File: config.mk
export PLATFORM = sky130hd
export DESIGN_NAME = alu_result_buffer
export DESIGN_NICKNAME = d
export VERILOG_FILES = /design/src/rtl/alu_pkg.sv /design/src/rtl/alu_rb_mem.sv /design/src/rtl/alu_result_buffer.sv
export SDC_FILE = /design/constraint.sdc
export NUM_CORES = 1
export LEC_CHECK = 0
export BUFFER_PORTS_ARGS = -buffer_cell sky130_fd_sc_hd__buf_2
export CAP_MARGIN = 20
export CORE_UTILIZATION = 55
export DETAILED_ROUTE_END_ITERATION = 10
export PLACE_DENSITY = 0.77
export REMOVE_ABC_BUFFERS = 1
export SLEW_MARGIN = 40
export SYNTH_ARGS = -nofsm -noshare
export SYNTH_HDL_FRONTEND = slang
export SYNTH_SLANG_ARGS = --single-unit
File: constraint.sdc
create_clock -name clk -period 6.1 [get_ports clk]
set_input_delay 1.22 -clock clk [delete_from_list [all_inputs] [get_ports clk]]
set_output_delay 1.22 -clock clk [all_outputs]
set_load 0.02 [all_outputs]
File: src/rtl/alu_pkg.sv
// alu_pkg: shared types and constants for the ALU result path.
//   - NZCV flag bit positions inside a 4-bit flag vector
//   - alu_flags_t / alu_entry_t: one queued ALU result {sel, y, flags} (40 bits)
//   - ALU opcode constants
package alu_pkg;

  localparam int FLAG_N = 3;
  localparam int FLAG_Z = 2;
  localparam int FLAG_C = 1;
  localparam int FLAG_V = 0;

  typedef logic [3:0] alu_flags_t;

  typedef struct packed {
    logic [3:0]  sel;
    logic [31:0] y;
    alu_flags_t  flags;
  } alu_entry_t;

  localparam logic [3:0] SEL_AND  = 4'b0000;
  localparam logic [3:0] SEL_OR   = 4'b0001;
  localparam logic [3:0] SEL_XOR  = 4'b0010;
  localparam logic [3:0] SEL_ADD  = 4'b0011;
  localparam logic [3:0] SEL_SUB  = 4'b0100;
  localparam logic [3:0] SEL_NAND = 4'b0101;

  // Pack individual ALU flag outputs into {N,Z,C,V} order.
  function automatic alu_flags_t pack_flags(input logic n, input logic z,
                                            input logic c, input logic v);
    alu_flags_t f;
    f         = '0;
    f[FLAG_N] = n;
    f[FLAG_Z] = z;
    f[FLAG_C] = c;
    f[FLAG_V] = v;
    return f;
  endfunction

endpackage

File: src/rtl/alu_rb_mem.sv
// alu_rb_mem: DEPTH x 40-bit storage for queued ALU results.
//   clk     : clock, write on rising edge
//   i_we    : write enable
//   i_waddr : write address
//   i_wdata : entry to store
//   i_raddr : read address
//   o_rdata : entry at i_raddr (combinational read, no read latency)
// Storage carries no reset; the top masks outputs while the queue is empty.
module alu_rb_mem
  import alu_pkg::*;
#(
  parameter int DEPTH = 4,
  parameter int AW    = 2
) (
  input  logic          clk,
  input  logic          i_we,
  input  logic [AW-1:0] i_waddr,
  input  alu_entry_t    i_wdata,
  input  logic [AW-1:0] i_raddr,
  output alu_entry_t    o_rdata
);

  alu_entry_t r_mem [DEPTH];

  always_ff @(posedge clk) begin
    if (i_we) begin
      r_mem[i_waddr] <= i_wdata;
    end
  end

  assign o_rdata = r_mem[i_raddr];

endmodule

File: src/rtl/alu_result_buffer.sv
// alu_result_buffer: queues ALU results {sel, y, NZCV} in a DEPTH-entry FIFO
// between the combinational ALU and slower writeback/branch logic, and keeps
// an architectural NZCV register loaded from each entry as it is popped.
//   clk, rst_n          : clock (rising edge), async active-low reset
//   flush               : synchronous clear of the queue (flag_reg kept)
//   in_valid/in_ready   : producer handshake; in_ready = not full
//   in_y/in_sel         : ALU result and opcode
//   in_cout/in_neg/in_zero/in_ovf : ALU flags
//   out_valid/out_ready : consumer handshake; out_valid = not empty
//   out_y/out_sel/out_flags : head entry, zero while empty
//   count               : occupancy 0..DEPTH
//   flag_reg            : {N,Z,C,V} of the last popped entry
//   ovf_sticky/clr_sticky : sticky overflow and its clear
// Build option: define ALU_OVF_STICKY_EN to enable the sticky overflow bit;
// otherwise ovf_sticky is tied to 0 and clr_sticky is ignored.
module alu_result_buffer
  import alu_pkg::*;
#(
  parameter int DEPTH = 4,
  parameter int AW    = 2
) (
  input  logic          clk,
  input  logic          rst_n,
  input  logic          flush,
  input  logic          in_valid,
  output logic          in_ready,
  input  logic [31:0]   in_y,
  input  logic [3:0]    in_sel,
  input  logic          in_cout,
  input  logic          in_neg,
  input  logic          in_zero,
  input  logic          in_ovf,
  output logic          out_valid,
  input  logic          out_ready,
  output logic [31:0]   out_y,
  output logic [3:0]    out_sel,
  output logic [3:0]    out_flags,
  output logic [AW:0]   count,
  output logic [3:0]    flag_reg,
  output logic          ovf_sticky,
  input  logic          clr_sticky
);

  localparam logic [AW:0] L_FULL = (AW + 1)'(DEPTH);

  logic [AW-1:0] r_wr_ptr;
  logic [AW-1:0] r_rd_ptr;
  logic [AW:0]   r_count;
  alu_flags_t    r_flag;

  logic          w_push;
  logic          w_pop;
  logic          w_push_eff;
  logic          w_pop_eff;
  alu_entry_t    w_wr_entry;
  alu_entry_t    w_rd_entry;

  assign in_ready  = (r_count != L_FULL);
  assign out_valid = (r_count != '0);
  assign w_push    = in_valid & in_ready;
  assign w_pop     = out_valid & out_ready;
  // A flush discards any handshake in the same cycle.
  assign w_push_eff = w_push & ~flush;
  assign w_pop_eff  = w_pop & ~flush;

  assign w_wr_entry.sel   = in_sel;
  assign w_wr_entry.y     = in_y;
  assign w_wr_entry.flags = pack_flags(in_neg, in_zero, in_cout, in_ovf);

  alu_rb_mem #(
    .DEPTH (DEPTH),
    .AW    (AW)
  ) u_mem (
    .clk     (clk),
    .i_we    (w_push_eff),
    .i_waddr (r_wr_ptr),
    .i_wdata (w_wr_entry),
    .i_raddr (r_rd_ptr),
    .o_rdata (w_rd_entry)
  );

  // Head entry is undefined storage while empty; present zeros instead.
  assign out_y     = out_valid ? w_rd_entry.y     : '0;
  assign out_sel   = out_valid ? w_rd_entry.sel   : '0;
  assign out_flags = out_valid ? w_rd_entry.flags : '0;

  assign count    = r_count;
  assign flag_reg = r_flag;

  // Pointers wrap naturally at DEPTH because DEPTH == 2**AW.
  always_ff @(posedge clk or negedge rst_n) begin
    if (!rst_n) begin
      r_wr_ptr <= '0;
      r_rd_ptr <= '0;
      r_count  <= '0;
    end else if (flush) begin
      r_wr_ptr <= '0;
      r_rd_ptr <= '0;
      r_count  <= '0;
    end else begin
      if (w_push) begin
        r_wr_ptr <= r_wr_ptr + 1'b1;
      end
      if (w_pop) begin
        r_rd_ptr <= r_rd_ptr + 1'b1;
      end
      case ({w_push, w_pop})
        2'b10:   r_count <= r_count + 1'b1;
        2'b01:   r_count <= r_count - 1'b1;
        default: r_count <= r_count;
      endcase
    end
  end

  always_ff @(posedge clk or negedge rst_n) begin
    if (!rst_n) begin
      r_flag <= '0;
    end else if (w_pop_eff) begin
      r_flag <= w_rd_entry.flags;
    end
  end

`ifdef ALU_OVF_STICKY_EN
  logic r_ovf_sticky;

  // Set has priority over clear in the same cycle.
  always_ff @(posedge clk or negedge rst_n) begin
    if (!rst_n) begin
      r_ovf_sticky <= 1'b0;
    end else if (w_push_eff && in_ovf) begin
      r_ovf_sticky <= 1'b1;
    end else if (clr_sticky) begin
      r_ovf_sticky <= 1'b0;
    end
  end

  assign ovf_sticky = r_ovf_sticky;
`else
  logic w_unused_clr;
  assign w_unused_clr = clr_sticky;
  assign ovf_sticky   = 1'b0;
`endif

endmodule

==> metrics.txt <==
status complete, no violations; Synth Cell Area 6810 µm²; # nets final 477; worst-path fanout max 30; Leakage 2.81 nW; Peak Freq 266 MHz; H-tree lvl count 4; CTS Buf Count 17; DR WL/cell 20.1 µm; number of diodes 0; dpl cells 554; Syn-to-layout area delta 16.4%; DR DRC count 0; worst r2r src count[0]; worst hold path class flip-flop to flip-flop; ys flop type edfxtp_1; First DRT Iteration DRCs 179; RSZ-0062 raised after global routing false; Power Dens Cells 382 nW/µm²; Setup Crit Path Kind flip-flop to primary output; hold buffer count at CTS 0; layout cells sized above 1 37.6%; Gate Count Post-Synth 333; Synth area leaders edfxtp_1 (71%), mux4_2 (11%), and2_1 (4.0%); hold_sp flag_reg[3]; placer congestion estimate 0.789; DR pass1 iterations 6; row count 40; commonest cells in the netlist edfxtp_1 (160), and2_1 (44), mux4_2 (34), dfrtp_1 (11), buf_2 (9); postcts setup bufs 0; max cap viols 0; Worst-path clk slew 0.06 ns; Max stage delay on crit path 0.81 ns; VDD IR max 0.000232 V; Util after Layout 66.0%; clk sink count 171; worst-skew pair later-pin latency 0.42 ns; r2r setup slk 3.46 ns; Die Span X 113 µm; WP data required 4.88 ns; Non-Filler Instances 586; Clock Path Buffers 2; Tcrit/Tclk final 61.5%; Yosys reg bits 171; Layout Skew 0.00949 ns; Crit path max-delay family flip-flops; Netlist cell types 39; initial antenna violation count 0; worst reg-to-reg path cell count 6; CTS tree yes; initial core utilization 56.7%; via count 3287; DP HPWL 6610 µm; Total GRT Usage 19.9%; worst-path cell chain buf_4 > mux4_2 > and2_1 > buf_2; Post-synth EDFFs 160; Mapped Avg Cell Area 20.4 µm²; Port Buf Inserts 93; Post-DRT Antenna Nets 0; Setup crit end kind primary output; total negative slack 0 ns; Worst-Margin Slew 0.692 ns; fin. max-slew vios 0; Die Ht 113 µm; routed wire length 11800 µm; register area share after synthesis 74.6%; largest net degree at the start of global routing 42; slew margin rel. 53.9%; count leader, synth edfxtp_1; placed inst area 7360 µm²; CP bufs+invs 2; CTS root buf clkbuf_16; Reg2Reg Capture Point count[1]; Yosys top cell area share 70.6%; Final Hold Viols 0; vias per std cell 5.61; post-CTS sizing 0; post-synth top area cell edfxtp_1; Worst setup SP type flip-flop; Die ar. 12800 µm²; max reg flops 160; Synth async-reset ratio 6.43%; Hold Crit Depth 1; CP max stage cell dfrtp_4; Final Critical Period 3.75 ns; GRT Residual Overflow 0; final instance area 7920 µm²; setup violators final 0; Worst Hold Path EP flag_reg[3]; I/O pin count 96; core area 12000 µm²; PnR Total Power 3.03 mW; vias in the first global route 3386; first-pass GRT wire length 18100 µm; crit path DAT 2.53 ns; synth warn 0
==> metal layers <==
layer  wire length, µm  track usage [%]  share of wire [%]  vias up
li1                  -                -                  -     1510
met1              4790             23.9                 41     1656
met2              6010             33.2                 51      104
met3               721             6.70                6.1       17
met4               223             8.60                1.9        0
met5                 0                0                  0        -
==> logic make-up (layout without fill, tap and decap cells) <==
logic type	Yosys count	after routing	share of synthesized area, %
xor gates and xnor gates	4	4	0.515
other	1	1	0.0551
DFF	171	171	74.6
buffers and inverters	28	134	2.28
and+or+nand+nor	62	62	5.48
muxes	44	44	14.2
AOI/OAI and AO/OA	18	18	1.77
adders and majority gates	5	5	1.03
==> cells in the final DEF (no fill, tap or decap), types with 3 or more instances in the layout <==
master,netlist,layout
edfxtp_1,160,160
buf_2,9,93
and2_1,44,40
mux4_2,34,34
clkbuf_16,0,17
dfrtp_1,11,9
inv_1,7,7
mux4_1,6,6
nor2_1,6,6
o21ai_0,5,5
clkinv_1,0,5
and2_4,0,4
mux2_2,4,4
a21oi_1,4,4
ha_1,4,4
clkinv_2,0,4
xor2_1,3,3
nand3_1,3,3
bufinv_16,0,3
clkbuf_1,5,3
==> worst register-to-register path: stages (launching register included) <==
cell	delay, ns
dfrtp_1	0.54
or3_1	0.70
buf_4	0.36
o211a_1	0.18
fa_1	0.50
a31oi_1	0.08
a211oi_1	0.21
==> worst max path at each step <==
stage,startpoint,cells after the start,slack (ns),to
floorplan,r_rd_ptr[0],2,2.33,out_sel[3]
global placement,r_rd_ptr[0],4,2.49,out_flags[1]
detailed placement,r_rd_ptr[0],4,2.72,out_sel[0]
CTS,r_rd_ptr[0],4,2.26,out_sel[0]
global route,r_rd_ptr[0],4,2.18,out_sel[0]
finish,r_rd_ptr[0],4,2.35,out_sel[0]
==> layout make-up <==
class | count | area (µm²)
flip-flops and latches | 171 | 5090
fillers | 806 | 4090
multi-input cells | 134 | 1580
repair buffers | 95 | 480
clock buffers | 20 | 437
well taps | 147 | 184
clock inverters | 12 | 129
inverters | 7 | 26.3
==> power breakdown <==
| group | switching, mW | internal [mW] |
|---|---|---|
| combinational | 0.324 | 0.259 |
| sequential | 0.0689 | 1.35 |
| clock | 0.397 | 0.633 |
==> metrics by stage <==
stage	hold slack (ns)	setup WS, ns
after floorplan	0.551	2.33
after global routing	0.525	2.18
final	0.501	2.35
after detailed placement	0.490	2.72
after CTS	0.503	2.26
after global placement	0.489	2.49
Power figures use the tool's default switching activity.
